File: config.mk
export PLATFORM = sky130hd
export DESIGN_NAME = pfu
export DESIGN_NICKNAME = d
export VERILOG_FILES = /design/src/rtl/rv32i_pkg.sv /design/src/rtl/pfu_fifo.sv /design/src/rtl/pfu.sv
export SDC_FILE = /design/constraint.sdc
export NUM_CORES = 1
export LEC_CHECK = 0
export ABC_AREA = 1
export CORE_ASPECT_RATIO = 0.6
export CORE_MARGIN = 8
export CORE_UTILIZATION = 56
export CTS_CLUSTER_SIZE = 24
export DETAILED_ROUTE_END_ITERATION = 12
export PLACE_DENSITY = 0.85
export SYNTH_ARGS = -nofsm -noshare
export SYNTH_HDL_FRONTEND = slang
export SYNTH_SLANG_ARGS = --single-unit
export TNS_END_PERCENT = 100
File: constraint.sdc
create_clock -name clk_i -period 7.1 [get_ports clk_i]
set_input_delay 1.42 -clock clk_i [delete_from_list [all_inputs] [get_ports clk_i]]
set_output_delay 1.42 -clock clk_i [all_outputs]
set_load 0.01 [all_outputs]
File: src/rtl/rv32i_pkg.sv
// Shared constants for the rv32i fetch path.
package rv32i_pkg;

   // Architectural word / instruction width.
   localparam int unsigned XLEN = 32;

   // Default first fetch address after reset.
   localparam logic [XLEN-1:0] RESET_VECTOR = 32'h0000_0000;

   // Byte distance between consecutive sequential fetches.
   localparam int unsigned FETCH_INC = 4;

endpackage

File: src/rtl/pfu_fifo.sv
// Synchronous instruction buffer FIFO with flush, used by the prefetch unit.
// Storage is not reset; only pointers and the occupancy count are.
module pfu_fifo #(
   parameter int unsigned W     = 65,
   parameter int unsigned DEPTH = 4
) (
   input  logic                   clk_i,
   input  logic                   resetb_i,
   input  logic                   clk_en_i,
   input  logic                   flush_i,
   input  logic                   push_i,
   input  logic [W-1:0]           wdata_i,
   input  logic                   pop_i,
   output logic [W-1:0]           rdata_o,
   output logic [$clog2(DEPTH):0] count_o,
   output logic                   empty_o,
   output logic                   full_o
);

   localparam int unsigned AW = $clog2(DEPTH);
   localparam logic [AW:0] FULL_CNT = (AW+1)'(DEPTH);

   logic [W-1:0]  mem_q [DEPTH];
   logic [AW-1:0] wr_ptr_q, wr_ptr_d;
   logic [AW-1:0] rd_ptr_q, rd_ptr_d;
   logic [AW:0]   count_q, count_d;
   logic          do_push, do_pop;

   assign empty_o = (count_q == '0);
   assign full_o  = (count_q == FULL_CNT);
   assign count_o = count_q;
   assign rdata_o = mem_q[rd_ptr_q];

   // Flush wins over push and pop; a push into a full FIFO only lands alongside a pop.
   always_comb begin
      do_pop   = pop_i & ~empty_o & ~flush_i;
      do_push  = push_i & (~full_o | do_pop) & ~flush_i;
      wr_ptr_d = wr_ptr_q;
      rd_ptr_d = rd_ptr_q;
      count_d  = count_q;
      if (flush_i) begin
         wr_ptr_d = '0;
         rd_ptr_d = '0;
         count_d  = '0;
      end else begin
         if (do_push) wr_ptr_d = wr_ptr_q + AW'(1);
         if (do_pop)  rd_ptr_d = rd_ptr_q + AW'(1);
         count_d = count_q + (AW+1)'(do_push) - (AW+1)'(do_pop);
      end
   end

   // Pointer and occupancy state.
   always_ff @(posedge clk_i or negedge resetb_i) begin
      if (!resetb_i) begin
         wr_ptr_q <= '0;
         rd_ptr_q <= '0;
         count_q  <= '0;
      end else if (clk_en_i) begin
         wr_ptr_q <= wr_ptr_d;
         rd_ptr_q <= rd_ptr_d;
         count_q  <= count_d;
      end
   end

   // Entry storage, written at the tail on an accepted push.
   always_ff @(posedge clk_i) begin
      if (clk_en_i && do_push) begin
         mem_q[wr_ptr_q] <= wdata_i;
      end
   end

endmodule

File: src/rtl/pfu.sv
// Prefetch unit: sequential instruction fetch with credit-based flow control,
// a small buffer of {instruction, pc, bus error} toward decode, and PC redirects
// that flush the buffer and drop responses still in flight.
module pfu
   import rv32i_pkg::*;
#(
   parameter int unsigned         C_XLEN         = XLEN,
   parameter int unsigned         C_FIFO_DEPTH   = 4,
   parameter logic [C_XLEN-1:0]   C_RESET_VECTOR = C_XLEN'(RESET_VECTOR)
) (
   input  logic              clk_i,
   input  logic              resetb_i,
   input  logic              clk_en_i,
   output logic              pc_ready_o,
   input  logic              pc_wr_i,
   input  logic [C_XLEN-1:0] pc_i,
   output logic              ireqvalid_o,
   input  logic              ireqready_i,
   output logic [C_XLEN-1:0] ireqaddr_o,
   input  logic              irspvalid_i,
   input  logic [C_XLEN-1:0] irspdata_i,
   input  logic              irsperr_i,
   output logic              ids_dav_o,
   input  logic              ids_ack_i,
   output logic [C_XLEN-1:0] ids_ins_o,
   output logic [C_XLEN-1:0] ids_pc_o,
   output logic              ids_ferr_o
);

   // Counters must hold a full buffer's worth of live requests plus a full
   // buffer's worth of requests still to be discarded after a redirect.
   localparam int unsigned       CW         = $clog2(2 * C_FIFO_DEPTH) + 1;
   localparam int unsigned       FCW        = $clog2(C_FIFO_DEPTH) + 1;
   localparam int unsigned       EW         = 2 * C_XLEN + 1;
   localparam logic [C_XLEN-1:0] ALIGN_MASK = ~C_XLEN'(3);
   localparam logic [C_XLEN-1:0] INC        = C_XLEN'(FETCH_INC);

   logic              run_q;
   logic [C_XLEN-1:0] fpc_q, fpc_d;
   logic [C_XLEN-1:0] rpc_q, rpc_d;
   logic [CW-1:0]     outst_q, outst_d;
   logic [CW-1:0]     disc_q, disc_d;
   logic [CW-1:0]     credit_sum;
   logic [C_XLEN-1:0] target;
   logic              req_acc, redirect;
   logic              push_req, push, fifo_pop;
   logic [FCW-1:0]    fifo_count;
   logic              fifo_empty, fifo_full;
   logic [EW-1:0]     fifo_wdata, fifo_rdata;

   // Words the buffer is already committed to: buffered plus live (non-discarded) requests.
   assign credit_sum  = CW'(fifo_count) + outst_q - disc_q;
   assign ireqvalid_o = run_q & (credit_sum < CW'(C_FIFO_DEPTH));
   assign ireqaddr_o  = fpc_q & ALIGN_MASK;
   assign pc_ready_o  = ~(ireqvalid_o & ~ireqready_i);
   assign req_acc     = ireqvalid_o & ireqready_i;
   assign redirect    = pc_wr_i & pc_ready_o;
   assign target      = pc_i & ALIGN_MASK;

   // A response is kept only when nothing is left to discard and no redirect
   // happens this cycle; the full guard is a backstop behind the credit rule.
   assign push_req   = irspvalid_i & (disc_q == '0) & ~redirect;
   assign fifo_pop   = ids_dav_o & ids_ack_i;
   assign push       = push_req & (~fifo_full | fifo_pop);
   assign fifo_wdata = {irspdata_i, rpc_q & ALIGN_MASK, irsperr_i};

   assign ids_dav_o = ~fifo_empty;
   assign {ids_ins_o, ids_pc_o, ids_ferr_o} = fifo_rdata;

   // Next-state for fetch/response PCs and the outstanding/discard counters.
   always_comb begin
      fpc_d   = fpc_q;
      rpc_d   = rpc_q;
      disc_d  = disc_q;
      outst_d = outst_q + CW'(req_acc) - CW'(irspvalid_i);
      if (req_acc) fpc_d = fpc_q + INC;
      if (irspvalid_i) begin
         if (disc_q != '0) disc_d = disc_q - CW'(1);
         else              rpc_d  = rpc_q + INC;
      end
      if (redirect) begin
         fpc_d  = target;
         rpc_d  = target;
         disc_d = outst_d;
      end
   end

   // Control state; run_q keeps the request port quiet in the first cycle after reset.
   always_ff @(posedge clk_i or negedge resetb_i) begin
      if (!resetb_i) begin
         run_q   <= 1'b0;
         fpc_q   <= C_RESET_VECTOR;
         rpc_q   <= C_RESET_VECTOR;
         outst_q <= '0;
         disc_q  <= '0;
      end else if (clk_en_i) begin
         run_q   <= 1'b1;
         fpc_q   <= fpc_d;
         rpc_q   <= rpc_d;
         outst_q <= outst_d;
         disc_q  <= disc_d;
      end
   end

   pfu_fifo #(
      .W     (EW),
      .DEPTH (C_FIFO_DEPTH)
   ) u_fifo (
      .clk_i    (clk_i),
      .resetb_i (resetb_i),
      .clk_en_i (clk_en_i),
      .flush_i  (redirect),
      .push_i   (push),
      .wdata_i  (fifo_wdata),
      .pop_i    (fifo_pop),
      .rdata_o  (fifo_rdata),
      .count_o  (fifo_count),
      .empty_o  (fifo_empty),
      .full_o   (fifo_full)
   );

endmodule

==> impl_metrics.tcl, run 1 <==
set metrics [dict create \
    finalPower_mw 7.36 \
    synth-seq-cells 328 \
    crit_required_ns 5.68 \
    synth_top_area_share_pct 49.4 \
    die_h_um 144 \
    grt_first_pass_wirelength_mm 60.1 \
    dr.pass1.iters 5 \
    post_cts_resized 0 \
    powerDensity_mw_per_mm2 406 \
    dieWidth_um 229 \
    drcViolationCount 0 \
    syn_area_per_cell_sq_um 9.68 \
    hold_viol 0 \
    fin_crit_sh_pct 73.7 \
    slew_violations 0 \
    max-vdd-ir-drop_uv 225 \
    fillers 2061 \
    gp_congestion 0.999 \
    cp.arrival_ns 3.81 \
    routed_wl_mm 39.1 \
    root_buffer "clkbuf_16" \
    holdBufCountCts 0 \
    synth_top_cell_by_area "edfxtp_1" \
    antenna_left 0 \
    synthToLayoutAreaGrowth_pct 18.6 \
    antenna-diode-count 0 \
    core_sq_mm 0.0272 \
    clkSlewWorstSetupHoldPaths_ns 0.06 \
    dp_cells 2053 \
    drtIter0Drc 1313 \
    maxSlewHeadroom_pct 23.2 \
    clock_skew_ns 0.0170 \
    grt_setup_unrepaired "no" \
    p_leak_nw 7.19 \
    syn_area_sq_mm 0.0153 \
    grt_antenna_before_repair 0 \
    period_minus_slack_ns 5.23 \
    h-tree-depth 1 \
    cp-start-kind "register" \
    multiInputGateArea_sq_mm 0.00515 \
    num_rows 47 \
    clock_sinks 328 \
    crit_fanout 38 \
    synthTopCellsByArea "edfxtp_1, dfrtp_1, nand2_1" \
    routedWlPerCell_um 18.6 \
    port_buffers 165 \
    syn_inst 1582 \
    routed_via_density 5.59 \
    outcome "finished, final reports clean" \
    worstMarginPinSlew_ns 1.15 \
    initial_utilization_pct 56.2 \
    clockBufferDepth 3 \
    layout-drive-gt1-share_pct 4.03 \
    grt.overflow.total 0 \
    cts_tree "done" \
    ys_seq_area_share_pct 61.9 \
    grt_usage_pct 22.7 \
    final_area_sq_mm 0.0181 \
    cts_setup_buffers 0 \
    first_global_vias 11000 \
    synth_cell_types 26 \
    fmax_ghz 0.191 \
    yosys_warnings 0 \
    seqCellArea_sq_mm 0.00947 \
    io_pins 172 \
    clk_latency_ns 0.56 \
    place_hpwl_mm 25.3 \
    stdcell_count 2105 \
    setup_violations 0 \
    holdWs_ns 0.478 \
    num_vias 11800 \
    fin_nets 1810 \
    postPlaceCellArea_sq_mm 0.0172 \
    max_cap_violations 0 \
    cts_buffers 30 \
    end_kind "output port" \
    worstSetupPathType "register to output port" \
    grt_max_degree 95 \
    hp-class "register to register" \
    die_area_sq_mm 0.0331 \
    tns_ns 0 \
]
[path summary, 6_finish.rpt]
| path | startpoint | endpoint | cells past startpoint | slack, ns |
|---|---|---|---|---|
| min | run_q | run_q | 1 | 0.48 |
| max reg2reg | outst_q[1] | rpc_q[17] | 16 | 2.19 |
| max | outst_q[1] | pc_ready_o | 13 | 1.87 |
| max in group asynchronous | resetb_i | u_fifo.rd_ptr_q[0] | 1 | 5.31 |
| min reg2reg | run_q | run_q | 1 | 0.48 |
| min in group asynchronous | resetb_i | outst_q[0] | 1 | 1.00 |
[through the flow]
step | worst slack, ns | utilization, %
after floorplan | 1.70 | -
after detailed placement | 2.12 | 63.1
final | 1.87 | 66.7
after global placement | 2.23 | 63.1
after CTS | 1.88 | 66.7
after global routing | 1.63 | 66.7
[metal layers]
layer,up-vias,track usage [%],wire (um)
met5,-,0,0
met4,0,4.71,611
met3,46,5.80,3790
met2,542,35.9,18100
met1,5594,31.6,16700
li1,5591,-,-
[sequential cells by signal (all words and copies together), names as in the netlist]
name,count
u_fifo.mem_q,252
fpc_q,30
rpc_q,30
disc_q,4
outst_q,4
u_fifo.count_o,3
u_fifo.rd_ptr_q,2
u_fifo.wr_ptr_q,2
run_q,1
[kinds of logic after synthesis]
group / synth area share, %
xor gates and xnor gates: 2.29
DFF: 61.9
buffers and inverters: 4.81
other: 0.0245
AOI/OAI and AO/OA: 6.96
adders and majority gates: 1.83
and+or+nand+nor: 22.2
[critical path, stage by stage, from the launching register on]
cell	delay, ns
dfrtp_1	0.42
inv_1	0.11
fa_1	0.54
inv_1	0.04
ha_1	0.29
nand2_1	0.07
inv_1	0.04
nand2_1	0.07
nand2_1	0.06
inv_1	0.05
nand2_1	0.04
nand2_1	0.08
nand3_2	0.69
clkdlybuf4s50_1	0.72
[cells in the final DEF (no fill, tap or decap), drive strengths merged, types with 4 or more instances in the layout]
master,n
clkbuf,39
nand3,97
inv,80
nand3b,18
buf,15
ha,16
xor2,32
dfrtp,76
fa,4
nand2,483
o21ai,133
xnor2,8
bufinv,4
o22ai,63
nor2,209
nor3,18
edfxtp,252
conb,4
clkdlybuf4s50,164
nand4,10
clkinv,9
[Yosys cell counts]
library cell / instances
nor4_1: 1
dfrtp_1: 76
nand2_1: 483
clkbuf_1: 43
conb_1: 1
xnor2_1: 8
nand4_1: 10
o22ai_1: 63
buf_6: 14
nand3b_1: 18
nand3_1: 93
o21ai_0: 133
edfxtp_1: 252
buf_2: 12
nor2_1: 209
a21oi_1: 1
xor2_1: 32
buf_4: 5
ha_1: 16
fa_1: 4
nand3_2: 4
inv_1: 79
inv_2: 2
or2_2: 1
nor3_1: 18
buf_1: 4
[where the power goes]
part	leakage, nW	switching [mW]	internal [mW]
Sequential	3.25	0.379	2.38
Clock	0.473	0.681	0.939
Combinational	3.47	1.80	1.18
[layout make-up]
class                           count  share of cell area, %
Multi-Input combinational cell   1098                   28.4
Clock inverter                     13                  0.910
Timing Repair Buffer              179                   9.87
Clock buffer                       39                   4.44
Inverter                           81                   1.68
Tap cell                          367                   2.53
Sequential cell                   328                   52.2
Power figures use the tool's default switching activity.
==> run 2: changes to the inputs <==
--- a/config.mk
+++ b/config.mk
@@ -8,10 +8,10 @@
 export ABC_AREA = 1
 export CORE_ASPECT_RATIO = 0.6
 export CORE_MARGIN = 8
-export CORE_UTILIZATION = 56
+export CORE_UTILIZATION = 51
 export CTS_CLUSTER_SIZE = 24
 export DETAILED_ROUTE_END_ITERATION = 12
-export PLACE_DENSITY = 0.85
+export PLACE_DENSITY = 0.82
 export SYNTH_ARGS = -nofsm -noshare
 export SYNTH_HDL_FRONTEND = slang
 export SYNTH_SLANG_ARGS = --single-unit
==> constraint.sdc (replaced) <==
create_clock -name clk_i -period 4.36 [get_ports clk_i]
set_input_delay 0.872 -clock clk_i [delete_from_list [all_inputs] [get_ports clk_i]]
set_output_delay 0.872 -clock clk_i [all_outputs]
set_load 0.01 [all_outputs]
==> run 2 against run 1 <==
Wire length is 2.6% higher. Global-route usage is 0.85 points lower. Critical path type unchanged. Design area is 1.4% higher. Die area is 8.9% higher. Clock-buffer cell count is 4 lower. Cell count is 2.8% higher. Clock power is 69% higher. Combinational power is 67% higher. Utilization is 4.8 points lower. Flip-flop and latch count stayed put. Sequential power is 62% higher. Setup slack worse by 1.5 ns.
==> impl_metrics.tcl, run 2 (synthesized netlist as in run 1, its figures left out) <==
set metrics [dict create \
    h-tree-depth 1 \
    fin_util_pct 61.9 \
    root_buffer "clkbuf_16" \
    max_cap_violations 0 \
    core_sq_mm 0.0297 \
    drcViolationCount 0 \
    postPlaceCellArea_sq_mm 0.0174 \
    die_h_um 150 \
    first_global_vias 11200 \
    gp_congestion 1.00 \
    pwr-share-clk_pct 22.4 \
    stdcell_count 2164 \
    cts_tree "done" \
    end_kind "output port" \
    num_vias 11800 \
    p_int_mw 7.43 \
    clock_sinks 328 \
    routedWlPerCell_um 18.5 \
    grt_usage_pct 21.9 \
    slew_violations 0 \
    comb_power_share_pct 40.9 \
    grt_setup_unrepaired "no" \
    maxSlewHeadroom_pct 31.2 \
    antenna-diode-count 0 \
    fin_crit_sh_pct 92.3 \
    cp.arrival_ns 3.15 \
    preCtsSetupSlack_ns 0.598 \
    port_buffers 165 \
    powerDensity_mw_per_mm2 662 \
    cts_setup_buffers 0 \
    switching_share_pct 39.0 \
    drtIter0Drc 1328 \
    final_cell_mix "nand2_1, edfxtp_1, nor2_1" \
    hp-class "primary input to asynchronous set/reset pin" \
    max-vdd-ir-drop_uv 544 \
    routed_via_density 5.43 \
    largest_reg_flops 252 \
    tns_ns 0 \
    routed_wl_mm 40.1 \
    hold_viol 0 \
    period_minus_slack_ns 4.03 \
    grt_first_pass_wirelength_mm 62.3 \
    cp-start-kind "register" \
    final_common_cell "nand2_1" \
    reg_top3 "u_fifo.mem_q (252), fpc_q (30), rpc_q (30)" \
    regMostFlops "u_fifo.mem_q" \
    clock_skew_ns 0.0230 \
    outcome "finished, final reports clean" \
    layout_setup_ws_ns 0.334 \
    initial_utilization_pct 51.5 \
    worstSetupPathType "register to output port" \
    synthToLayoutAreaGrowth_pct 20.2 \
    crit_fanout 96 \
    p_leak_nw 7.30 \
    die_area_sq_mm 0.0360 \
    dp_cells 2108 \
    worstMarginPinSlew_ns 1.03 \
    clk_latency_ns 0.58 \
    dieWidth_um 240 \
    final_area_sq_mm 0.0184 \
    clockBufferDepth 3 \
    grt_antenna_before_repair 0 \
    clkSlewWorstSetupHoldPaths_ns 0.07 \
    setup_violations 0 \
    layout-drive-gt1-share_pct 5.13 \
    crit_required_ns 3.49 \
    dr.pass1.iters 8 \
    p_sw_mw 4.75 \
    cts_buffers 30 \
    io_pins 172 \
    grt_max_degree 97 \
    fmax_ghz 0.248 \
    grt.overflow.total 0 \
    antenna_left 0 \
    place_hpwl_mm 26.2 \
    fin_nets 1824 \
    num_rows 49 \
    seqPwrFrac_pct 36.7 \
]
[run 2: power groups by stage]
| stage | Combinational, mW | Sequential, mW | Clock (mW) |
|---|---|---|---|
| global route | 5.52 | 4.52 | 2.90 |
| CTS | 4.98 | 4.45 | 2.77 |
| finish | 4.98 | 4.47 | 2.73 |
| detailed placement | 4.93 | 4.51 | 0 |
| global placement | 4.81 | 4.49 | 0 |
| floorplan | 3.15 | 4.35 | 0 |
[run 2: worst paths after layout]
kind / end / slack [ns] / depth (start not counted) / startpoint
max in group asynchronous: rpc_q[25] / 3.18 / 2 / resetb_i
min reg2reg: run_q / 0.47 / 1 / run_q
min in group clk_i: run_q / 0.47 / 1 / run_q
min: fpc_q[17] / 0.41 / 1 / resetb_i
max reg2reg: u_fifo.count_o[2] / 0.76 / 21 / outst_q[1]
max: ids_ins_o[28] / 0.33 / 6 / u_fifo.rd_ptr_q[0]
[run 2: layer usage]
| metal | up-vias | share of wire, % | track usage [%] |
|---|---|---|---|
| met4 | 0 | 2.0 | 5.23 |
| li1 | 5620 | - | - |
| met3 | 56 | 8.2 | 4.70 |
| met1 | 5619 | 45 | 31.5 |
| met5 | - | 0 | 0 |
| met2 | 457 | 45 | 33.8 |
[run 2: area by class of cell]
class	instances	area, sq um
clock buffer	35	769
clock inverter	21	249
fill	2397	11300
inverter	81	305
multi-input combinational	1098	5150
sequential	328	9470
tap	408	510
timing repair buffer	193	1940
[run 2: stage by stage]
stage,hold slack (ns),total power [mW]
final,0.414,12.2
after floorplan,0.440,7.50
after global routing,0.471,12.9
after detailed placement,0.452,9.44
after CTS,0.427,12.2
after global placement,0.453,9.29
[run 2: repair_timing]
item / in CTS / in global routing
hold buffers: 0 / 0
setup endpoints to repair: 1 / 5
resized for setup: 1 / 4
[run 2: critical path: stages (launching register included)]
cell	delay (ns)
dfrtp_4	0.54
clkinv_2	0.07
buf_6	0.50
buf_4	0.43
o21ai_0	0.12
o22ai_1	0.26
clkdlybuf4s50_1	0.61
==> run 3: changes to the inputs <==
--- a/config.mk
+++ b/config.mk
@@ -8,10 +8,11 @@
 export ABC_AREA = 1
 export CORE_ASPECT_RATIO = 0.6
 export CORE_MARGIN = 8
-export CORE_UTILIZATION = 51
+export CORE_UTILIZATION = 30
 export CTS_CLUSTER_SIZE = 24
 export DETAILED_ROUTE_END_ITERATION = 12
-export PLACE_DENSITY = 0.82
+export PLACE_DENSITY = 0.56
+export SKIP_CTS_REPAIR_TIMING = 1
 export SYNTH_ARGS = -nofsm -noshare
 export SYNTH_HDL_FRONTEND = slang
 export SYNTH_SLANG_ARGS = --single-unit
==> run 3 against run 2 <==
Total power increased by 2.1%. Design area increased by 2.2%. Largest power group unchanged. Critical endpoint is now ireqvalid_o. Clock power increased by 8.4%. Die area increased by 63%.
==> impl_metrics.tcl, run 3 (synthesized netlist as in run 1, its figures left out) <==
set metrics [dict create \
    outcome "finished, final reports clean" \
    place_hpwl_mm 28.2 \
    clock_skew_ns 0.0260 \
    fillers 5019 \
    largest_reg_flops 252 \
    end_kind "output port" \
    setup_violations 0 \
    p_leak_nw 7.32 \
    max-vdd-ir-drop_uv 309 \
    initial_utilization_pct 30.2 \
    routed_wl_mm 43.2 \
    num_rows 64 \
    clk_latency_ns 0.54 \
    drcViolationCount 0 \
    fmax_ghz 0.246 \
    final_cell_mix "nand2_1, edfxtp_1, nor2_1" \
    die_area_sq_mm 0.0587 \
    hold_viol 0 \
    first_global_vias 11000 \
    antenna_left 0 \
    antenna-diode-count 0 \
    crit_required_ns 3.49 \
    reg_top3 "u_fifo.mem_q (252), fpc_q (30), rpc_q (30)" \
    worstSetupPathType "register to output port" \
    rrSetupSlack_ns 0.63 \
    grt_setup_unrepaired "no" \
    io_pins 172 \
    regMostFlops "u_fifo.mem_q" \
    grt_usage_pct 14.4 \
    clkSlewWorstSetupHoldPaths_ns 0.06 \
    hp-class "primary input to asynchronous set/reset pin" \
    fin_crit_sh_pct 93.2 \
    layout-drive-gt1-share_pct 5.06 \
    routed_via_density 4.69 \
    core_sq_mm 0.0507 \
    grt.overflow.total 0 \
    cts_tree "done" \
    powerDensity_mw_per_mm2 661 \
    final_common_cell "nand2_1" \
    grt_first_pass_wirelength_mm 67.0 \
    grt_max_degree 129 \
    drtIter0Drc 1076 \
    port_buffers 165 \
    crit_fanout 4 \
    maxSlewHeadroom_pct 44.6 \
    gp_congestion 0.952 \
    slew_violations 0 \
    cts_buffers 36 \
    dieWidth_um 308 \
    clock_sinks 328 \
    die_h_um 191 \
    grt_antenna_before_repair 0 \
    num_vias 11500 \
    finalPower_mw 12.4 \
    clockBufferDepth 3 \
    period_minus_slack_ns 4.06 \
    worstMarginPinSlew_ns 0.831 \
    h-tree-depth 2 \
    stdcell_count 2452 \
    fin_nets 1827 \
    synthToLayoutAreaGrowth_pct 22.9 \
    cp.arrival_ns 3.19 \
    max_cap_violations 0 \
    cp-start-kind "register" \
    routedWlPerCell_um 17.6 \
    root_buffer "clkbuf_16" \
    dr.pass1.iters 5 \
    dp_cells 2390 \
]
[run 3: changes by cell type in the layout (fill, tap and decap cells not counted), moves of 2 or more]
cell / previous run / this run
bufinv_16: 5 / 2
clkinv_1: 4 / 6
clkbuf_16: 30 / 38
buf_12: 6 / 4
clkbuf_1: 5 / 8
clkinv_2: 8 / 4
[run 3: final timing paths]
check | startpoint | depth (start not counted) | endpoint
worst max-delay path | outst_q[1] | 12 | ireqvalid_o
worst min-delay path | resetb_i | 1 | outst_q[0]
worst max register to register | outst_q[1] | 21 | u_fifo.count_o[2]
worst min register to register | run_q | 1 | run_q
max in group asynchronous | resetb_i | 2 | rpc_q[27]
min in group clk_i | run_q | 1 | run_q
[run 3: worst max-delay path, stage by stage, from the launching register on]
cell             delay, ns
dfrtp_1               0.42
inv_1                 0.11
fa_1                  0.54
inv_1                 0.05
ha_1                  0.31
nand3_1               0.11
nand2_1               0.07
nand2_1               0.06
nand2_1               0.04
nor2_1                0.20
nand2_1               0.12
inv_1                 0.08
clkdlybuf4s50_1       0.54
[run 3: area by class of cell]
cell class	instances	area (sq um)	area share (%)
Timing Repair Buffer	190	1890	10.0
Clock inverter	16	146	0.778
Clock buffer	46	981	5.22
Inverter	81	305	1.62
Tap cell	693	867	4.61
Sequential cell	328	9470	50.4
Multi-Input combinational cell	1098	5150	27.4
[run 3: layer usage]
metal  up-vias  share of wire (%)  track usage (%)
met3        46                8.3             4.26
li1       5629                  -                -
met4         0                1.2             2.61
met5         -                  0                0
met2       339                 43             21.2
met1      5484                 48             21.1
[run 3: power breakdown]
| group | internal [mW] | total [mW] | leakage, nW | switching (mW) |
|---|---|---|---|---|
| clock | 1.71 | 2.96 | 0.543 | 1.25 |
| combinational | 1.98 | 5.00 | 3.52 | 3.03 |
| sequential | 3.87 | 4.47 | 3.25 | 0.601 |
| total | 7.56 | 12.4 | 7.32 | 4.88 |
[run 3: stage by stage]
step / hold WS (ns) / TNS [ns] / utilization (%) / area, sq um / worst slack, ns
after global routing: 0.459 / 0 / 37.1 / 18800 / 0.111
after floorplan: 0.440 / -261.82 / - / 15300 / -1.04
after CTS: 0.419 / 0 / 37.1 / 18800 / 0.295
final: 0.410 / 0 / 37.1 / 18800 / 0.295
after detailed placement: 0.459 / 0 / 34.9 / 17700 / 0.662
after global placement: 0.456 / 0 / 34.9 / 17700 / 0.749
